<file path="config.mk">
export PLATFORM = sky130hd
export DESIGN_NAME = bus_arbiter
export DESIGN_NICKNAME = d
export VERILOG_FILES = /design/src/rtl/bus_arbiter.sv
export SDC_FILE = /design/constraint.sdc
export NUM_CORES = 1
export LEC_CHECK = 0
export CAP_MARGIN = 5
export CORE_AREA = 2 2 184 186
export CTS_BUF_LIST = sky130_fd_sc_hd__clkbuf_2 sky130_fd_sc_hd__clkbuf_4 sky130_fd_sc_hd__clkbuf_8
export DETAILED_ROUTE_END_ITERATION = 7
export DIE_AREA = 0 0 186 188
export GPL_TIMING_DRIVEN = 1
export PLACE_DENSITY_LB_ADDON = 0.1
export SYNTH_ARGS = -nofsm -noshare
export SYNTH_HDL_FRONTEND = slang
export SYNTH_SLANG_ARGS = --single-unit
</file>
<file path="constraint.sdc">
create_clock -name clk -period 5.1 [get_ports clk]
set_input_delay 1.02 -clock clk [delete_from_list [all_inputs] [get_ports clk]]
set_output_delay 1.02 -clock clk [all_outputs]
set_load 0.05 [all_outputs]
</file>
<file path="src/rtl/bus_arbiter.sv">
// bus_arbiter: round-robin owner of one system bus shared by an instruction cache (m0) and a data cache (m1)
// Ports: clk, reset (async, active-low);
//   per requester mN_*: reqcyc/req/reqtag in, reqack out, respcyc/resp/resptag out, respack in;
//   bus_*: reqcyc/req/reqtag out, reqack in, respcyc/resp/resptag in, respack out.
module bus_arbiter #(
  parameter int BUS_DATA_WIDTH = 64,
  parameter int BUS_TAG_WIDTH  = 13,
  parameter int BEATS          = 8
) (
  input  logic                      clk,
  input  logic                      reset,
  input  logic                      m0_reqcyc,
  input  logic [BUS_DATA_WIDTH-1:0] m0_req,
  input  logic [BUS_TAG_WIDTH-1:0]  m0_reqtag,
  output logic                      m0_reqack,
  output logic                      m0_respcyc,
  output logic [BUS_DATA_WIDTH-1:0] m0_resp,
  output logic [BUS_TAG_WIDTH-1:0]  m0_resptag,
  input  logic                      m0_respack,
  input  logic                      m1_reqcyc,
  input  logic [BUS_DATA_WIDTH-1:0] m1_req,
  input  logic [BUS_TAG_WIDTH-1:0]  m1_reqtag,
  output logic                      m1_reqack,
  output logic                      m1_respcyc,
  output logic [BUS_DATA_WIDTH-1:0] m1_resp,
  output logic [BUS_TAG_WIDTH-1:0]  m1_resptag,
  input  logic                      m1_respack,
  output logic                      bus_reqcyc,
  output logic [BUS_DATA_WIDTH-1:0] bus_req,
  output logic [BUS_TAG_WIDTH-1:0]  bus_reqtag,
  input  logic                      bus_reqack,
  input  logic                      bus_respcyc,
  input  logic [BUS_DATA_WIDTH-1:0] bus_resp,
  input  logic [BUS_TAG_WIDTH-1:0]  bus_resptag,
  output logic                      bus_respack
);
  localparam int RD_BIT = 12;
  localparam logic [2:0] LAST_BEAT = 3'(BEATS - 1);
  typedef enum logic [1:0] {IDLE, ADDR, WDATA, RESP} state_t;
  state_t state;
  logic owner, rd, last;
  logic [2:0] cnt;
  logic grant, xfer, resp;
  logic own_reqcyc, own_respack;
  // only m1 requesting, or both requesting with m0 granted last
  assign grant = m1_reqcyc & (~m0_reqcyc | ~last);
  assign own_reqcyc = owner ? m1_reqcyc : m0_reqcyc;
  assign own_respack = owner ? m1_respack : m0_respack;
  assign xfer = (state == ADDR) || (state == WDATA);
  assign resp = state == RESP;
  always_ff @(posedge clk or negedge reset)
    if (!reset) begin
      state <= IDLE;
      cnt   <= '0;
      last  <= 1'b1;
      owner <= 1'b0;
      rd    <= 1'b0;
    end else begin
      case (state)
        IDLE:
          if (m0_reqcyc || m1_reqcyc) begin
            owner <= grant;
            last  <= grant;
            rd    <= grant ? m1_reqtag[RD_BIT] : m0_reqtag[RD_BIT];
            state <= ADDR;
          end
        ADDR:
          if (own_reqcyc && bus_reqack) begin
            cnt   <= '0;
            state <= rd ? RESP : WDATA;
          end
        WDATA:
          if (own_reqcyc && bus_reqack) begin
            cnt <= cnt + 3'd1;
            if (cnt == LAST_BEAT) state <= IDLE;
          end
        default:
          if (bus_respcyc && own_respack) begin
            cnt <= cnt + 3'd1;
            if (cnt == LAST_BEAT) state <= IDLE;
          end
      endcase
    end
  always_comb begin
    bus_reqcyc  = xfer & own_reqcyc;
    bus_req     = xfer ? (owner ? m1_req : m0_req) : '0;
    bus_reqtag  = xfer ? (owner ? m1_reqtag : m0_reqtag) : '0;
    m0_reqack   = xfer & ~owner & bus_reqack;
    m1_reqack   = xfer & owner & bus_reqack;
    bus_respack = resp & own_respack;
    m0_respcyc  = resp & ~owner & bus_respcyc;
    m1_respcyc  = resp & owner & bus_respcyc;
    m0_resp     = (resp & ~owner) ? bus_resp : '0;
    m1_resp     = (resp & owner) ? bus_resp : '0;
    m0_resptag  = (resp & ~owner) ? bus_resptag : '0;
    m1_resptag  = (resp & owner) ? bus_resptag : '0;
  end
endmodule

</file>
==> results.py, run 1 <==
metrics = {
    "outcome": {
        "run_status": "finished clean",
    },
    "synthesis": {
        "netlist_area_um2": 3000,
        "ys.flop_type": "dfrtp_1",
        "synthArstFlopShare_pct": 100,
        "synth-seq-cells": 8,
        "synth_cells": 413,
        "seq_area_frac_synth_pct": 6.72,
        "synth-edff-count": 0,
        "yosysWarningCount": 0,
        "avgSynthCellArea_um2": 7.26,
        "syn-num-nets": 659,
        "ys_types": 28,
    },
    "floorplanning": {
        "die_w_um": 186,
        "initial_core_util_pct": 9.05,
        "io-pin-count": 476,
        "die_h_um": 188,
        "core_area_um2": 33100,
        "dieArea_um2": 35000,
        "rows": 67,
    },
    "critical_path": {
        "cp.arrival_ps": 2870,
        "worstPathRequired_ps": 4080,
        "critPathLaunchType": "input port",
        "worst-path-max-fanout": 6,
        "timing.rr.start": "owner",
        "startpoint": "m1_reqcyc",
        "end_kind": "output pin",
        "worstSetupPathType": "input port to output pin",
        "rrSetupSlack_ps": 2910,
    },
    "sta": {
        "min_period_ps": 3890,
        "clock-skew-final_ps": 5.23,
        "maxSlewViolCount": 0,
        "tightest_slew_ps": 797,
        "slew_headroom_pct": 46.9,
        "tns_ps": 0,
        "fmax_mhz": 257,
        "setup_viol": 0,
        "rsz0062_at_grt": "no",
        "hold_viol": 0,
        "finalCritPeriodShare_pct": 76.3,
    },
    "drt": {
        "final_antenna_net_count": 0,
        "drt_iter0_markers": 83,
        "drc": 0,
        "wl_per_cell_um": 17.2,
        "wl_um": 22400,
        "first_pass_iters": 4,
        "avgViaCountPerCell": 3.53,
        "vias": 4601,
    },
    "flow_run": {
        "cap_violations": 0,
    },
    "clock_tree": {
        "cts_tree": "done",
        "cts-resized-gates": 0,
        "cts_sinks": 8,
        "clk_path_buf_depth": 2,
        "cts_made_buffers": 3,
        "post_cts_buffers": 0,
        "clkLatencyLatePin_ps": 230,
        "htreeDepth": 1,
        "cts-root-buf": "clkbuf_8",
        "clkTransAtPathRegs_ps": 50,
        "hold_buffers": 0,
    },
    "place": {
        "io_buffers": 475,
        "place_area_um2": 8200,
        "dp_hpwl_um": 18500,
        "dp.cells": 1297,
        "gp_congestion": 0.684,
    },
    "layout": {
        "final_area_um2": 8250,
        "syn_to_final_growth_pct": 175,
        "nets": 1100,
        "drive_gt1_share_pct": 2.23,
        "post-route-util_pct": 24.9,
        "fin_cells": 1302,
    },
    "power": {
        "p_leak_nw": 3.42,
        "finalPower_mw": 5.66,
        "power_density_nw_per_um2": 686,
        "peakVddDrop_uv": 514,
    },
    "global_route": {
        "antenna_found_initial": 2,
        "grt_overflow": 0,
        "grt_pass1_wl_um": 31200,
        "grt_usage_pct": 11.9,
        "grt_max_degree": 87,
        "grt_pass1_vias": 4762,
    },
    "hold_path": {
        "hold_class": "register to register",
        "hp-start": "cnt[1]",
    },
}
==> layout by cell type, fill, tap and decap left out, drive strengths merged <==
| cell type | n |
|---|---|
| clkdlybuf4s50 | 475 |
| and3 | 79 |
| and2 | 79 |
| nor2b | 79 |
| mux2i | 78 |
| inv | 7 |
| dfrtp | 7 |
| ha | 7 |
| nor2 | 5 |
| a21oi | 5 |
| buf | 5 |
| clkbuf | 4 |
| o21ai | 3 |
| mux2 | 3 |
| a31oi | 3 |
| nand2 | 2 |
| o41ai | 2 |
| nand3b | 2 |
| diode | 1 |
| and2b | 1 |
| o22a | 1 |
| o21a | 1 |
| a211oi | 1 |
| nor3 | 1 |
| a2bb2oi | 1 |
| nand2b | 1 |
| dfstp | 1 |
==> metal layers <==
layer / track usage, % / wire (µm) / vias to the layer above
met5: 0 / 18 / -
met2: 24.2 / 12100 / 285
met3: 4.04 / 2420 / 11
met4: 1.64 / 173 / 2
met1: 11.5 / 7660 / 2027
li1: - / - / 2276
==> worst max-delay path, cell delays in order <==
cell	delay (ps)
clkdlybuf4s50_1	580
mux2i_1	160
nor2b_1	150
clkdlybuf4s50_1	950
==> area by class of cell <==
cell class	instances	area [µm²]
tap	448	561
multi-input combinational	354	2590
sequential	8	205
inverter	7	26.3
timing repair buffer	480	4820
antenna	1	2.50
fill	3617	24900
clock buffer	4	48.8
==> power by group <==
| part | switching, mW | internal [mW] | total, mW |
|---|---|---|---|
| clock | 0.0288 | 0.0598 | 0.0886 |
| combinational | 3.55 | 1.89 | 5.45 |
| sequential | 0.0264 | 0.0991 | 0.126 |
==> per-stage QoR <==
stage	setup WS [ps]	hold slack, ps
final	1210	517
after CTS	1150	518
after global placement	1170	495
after detailed placement	1170	507
after global routing	1080	555
after floorplan	2130	475
==> flip-flops by register name (all words and copies together), names as in the netlist <==
| name | cells |
|---|---|
| cnt | 3 |
| state | 2 |
| last | 1 |
| owner | 1 |
| rd | 1 |
==> final timing paths <==
check,end,cells after the start
max,bus_reqcyc,4
min,cnt[1],2
max reg2reg,cnt[0],5
min reg2reg,cnt[1],2
max in group asynchronous,last,1
min in group asynchronous,state[0],1
==> Yosys cell counts, types with 3 or more instances <==
library cell / instances / share of area (%)
and2_1: 79 / 16
ha_1: 7 / 2.9
mux2i_1: 78 / 26
nor2b_1: 79 / 16
dfrtp_1: 7 / 5.8
o21ai_0: 3 / 0.50
inv_1: 7 / 0.88
and3_1: 79 / 16
nor2_1: 5 / 0.63
buf_2: 8 / 1.3
clkbuf_1: 35 / 4.4
a21oi_1: 5 / 0.83
==> kinds of logic (layout without fill, tap and decap cells) <==
| kind of cell | count (synthesis) | in the layout | share of synthesized area [%] |
|---|---|---|---|
| buffers and inverters | 51 | 491 | 6.97 |
| adders and majority gates | 7 | 7 | 2.92 |
| muxes | 81 | 81 | 27.4 |
| other | 0 | 1 | 0 |
| DFF | 8 | 8 | 6.72 |
| and+or+nand+nor | 249 | 249 | 51.6 |
| AOI/OAI and AO/OA | 17 | 17 | 4.30 |
No activity file was read; power rests on OpenSTA's default activity.
==> inputs of run 2 (changes only) <==
--- a/config.mk
+++ b/config.mk
@@ -6,10 +6,10 @@
 export NUM_CORES = 1
 export LEC_CHECK = 0
 export CAP_MARGIN = 5
-export CORE_AREA = 2 2 184 186
+export CORE_AREA = 2 2 187 189
 export CTS_BUF_LIST = sky130_fd_sc_hd__clkbuf_2 sky130_fd_sc_hd__clkbuf_4 sky130_fd_sc_hd__clkbuf_8
 export DETAILED_ROUTE_END_ITERATION = 7
-export DIE_AREA = 0 0 186 188
+export DIE_AREA = 0 0 189 191
 export GPL_TIMING_DRIVEN = 1
 export PLACE_DENSITY_LB_ADDON = 0.1
 export SYNTH_ARGS = -nofsm -noshare
==> constraint.sdc (replaced) <==
create_clock -name clk -period 3.7 [get_ports clk]
set_input_delay 0.74 -clock clk [delete_from_list [all_inputs] [get_ports clk]]
set_output_delay 0.74 -clock clk [all_outputs]
set_load 0.05 [all_outputs]
==> run 2 against run 1 <==
Net effect: wire length rose by 0.22%; clock skew fell by 0.52 ps; count of clock-buffer cells in the layout did not move; via count barely moved; worst hold slack got worse by 1.0 ps; non-clock buffer count rose by 6; global-route usage fell by 0.35 points; core utilization rose by 1.9 points; sequential share of layout area fell by 0.24 points; total power rose by 47%.
==> results.py, run 2 (synthesized netlist as in run 1, its figures left out) <==
metrics = {
    "outcome": {
        "run_status": "finished clean",
    },
    "layout": {
        "post-route-util_pct": 26.8,
        "fillers": 3659,
        "most-common-layout-cells": "clkdlybuf4s50_1 (396), buf_12 (85), and3_1 (79), and2_1 (79), nor2b_1 (79)",
        "syn_to_final_growth_pct": 205,
        "final_common_cell": "clkdlybuf4s50_1",
        "nets": 1106,
        "regArea_um2": 205,
        "drive_gt1_share_pct": 12.1,
        "multi_input_area_um2": 2590,
        "largest_reg_flops": 3,
        "fin_cells": 1316,
        "largest-register": "cnt",
        "reg_top3": "cnt (3), state (2)",
    },
    "clock_tree": {
        "cts_made_buffers": 3,
        "cts_sinks": 8,
        "hold_buffers": 0,
        "clk_path_buf_depth": 2,
        "clkLatencyLatePin_ps": 230,
        "htreeDepth": 1,
        "post_cts_buffers": 0,
        "cts-root-buf": "clkbuf_8",
        "cts_tree": "done",
        "cts-resized-gates": 0,
        "clkTransAtPathRegs_ps": 50,
    },
    "critical_path": {
        "path_buf_inv": 3,
        "crit_path_end": "bus_req[63]",
        "crit_chain": "inv_1 -> ha_2 -> buf_12 -> nor2b_1 -> clkdlybuf4s50_1",
        "cp_slowest_stage_delay_ps": 860,
        "startpoint": "state[0]",
        "critical-path-top-delay-family": "buffers and inverters",
        "rrSetupSlack_ps": 1410,
        "worstPathRequired_ps": 2960,
        "cp_num_cells": 5,
        "worst-path-max-fanout": 43,
        "ff2ff_path_depth": 7,
        "end_kind": "output pin",
        "r2r_end": "cnt[0]",
        "critPathLaunchType": "register",
        "timing.rr.start": "state[0]",
        "slowest_stage": "clkdlybuf4s50_1",
        "worstSetupPathType": "register to output pin",
        "cp.arrival_ps": 2620,
    },
    "floorplanning": {
        "die_h_um": 191,
        "io-pin-count": 476,
        "core_area_um2": 34100,
        "rows": 68,
        "initial_core_util_pct": 8.78,
        "die_w_um": 189,
        "dieArea_um2": 36100,
    },
    "place": {
        "io_buffers": 475,
        "gp_congestion": 0.738,
        "dp.cells": 1310,
        "dp_hpwl_um": 19000,
    },
    "sta": {
        "fmax_mhz": 297,
        "maxSlewViolCount": 0,
        "clock-skew-final_ps": 4.71,
        "slew_headroom_pct": 61.8,
        "setup_viol": 0,
        "rsz0062_at_grt": "no",
        "hold_viol": 0,
        "tightest_slew_ps": 572,
        "min_period_ps": 3360,
        "finalCritPeriodShare_pct": 90.9,
        "tns_ps": 0,
        "timing.hold.ws_ps": 516,
    },
    "drt": {
        "wl_um": 22400,
        "final_antenna_net_count": 0,
        "drt_iter0_markers": 80,
        "vias": 4604,
        "wl_per_cell_um": 17.0,
        "avgViaCountPerCell": 3.50,
        "first_pass_iters": 4,
        "drc": 0,
    },
    "hold_path": {
        "hold_class": "register to register",
    },
    "global_route": {
        "grt_overflow": 0,
        "antenna_found_initial": 3,
        "grt_util_met3_pct": 3.64,
        "gr-max-usage-layer": "met2",
        "grtUsageMet2_pct": 22.9,
        "grt_pass1_wl_um": 31700,
        "grt_usage_pct": 11.6,
        "use_met1_pct": 12.0,
        "grt_pass1_vias": 4821,
        "grt_max_degree": 64,
    },
    "flow_run": {
        "cap_violations": 0,
    },
    "power": {
        "power_density_nw_per_um2": 910,
        "peakVddDrop_uv": 574,
        "p_leak_nw": 3.85,
    },
}
==> run 2: changes by cell type in the layout (fill, tap and decap cells not counted) <==
| cell | change |
|---|---|
| buf_12 | +83 |
| clkdlybuf4s50_1 | -79 |
| buf_4 | +2 |
| diode_2 | +1 |
==> run 2: final cells by class <==
cell class / instances / area share (%)
inverters: 7 / 0.287
diodes: 2 / 0.0547
clock buffers: 4 / 0.533
multi-input cells: 354 / 28.3
repair buffers: 486 / 62.3
well taps: 455 / 6.22
flip-flops and latches: 8 / 2.24
==> run 2: through the flow <==
| stage | worst slack, ps | power, mW | cell area, µm² |
|---|---|---|---|
| 6_report | 338 | 8.33 | 9150 |
| 5_1_grt | 112 | 8.74 | 9150 |
| 4_1_cts | 211 | 8.46 | 9150 |
| 3_5_place_dp | 456 | 8.30 | 9100 |
| 3_3_place_gp | 449 | 8.39 | 9100 |
| 2_1_floorplan | 1010 | 5.21 | 3000 |
==> run 2: how the worst min path moves through the flow <==
stage                      start      to  slack (ps)  cells past startpoint
after floorplan            reset  cnt[0]         440                      0
after global placement    cnt[1]  cnt[1]         500                      2
after detailed placement      rd      rd         510                      2
after CTS                     rd      rd         520                      2
after global routing      cnt[1]  cnt[1]         540                      2
final                     cnt[0]  cnt[0]         520                      1
==> run 2: power breakdown <==
group / switching (mW) / total [mW] / leakage (nW) / internal (mW)
Combinational: 4.94 / 7.99 / 3.73 / 3.05
Sequential: 0.0783 / 0.215 / 0.0941 / 0.136
Clock: 0.0375 / 0.120 / 0.0262 / 0.0823
==> run 2: per-layer routing <==
layer  part of all wire (%)  up-vias
met2                     54      267
met4                   0.87        2
met5                  0.054        -
met3                    9.1        8
met1                     36     2041
li1                       -     2286
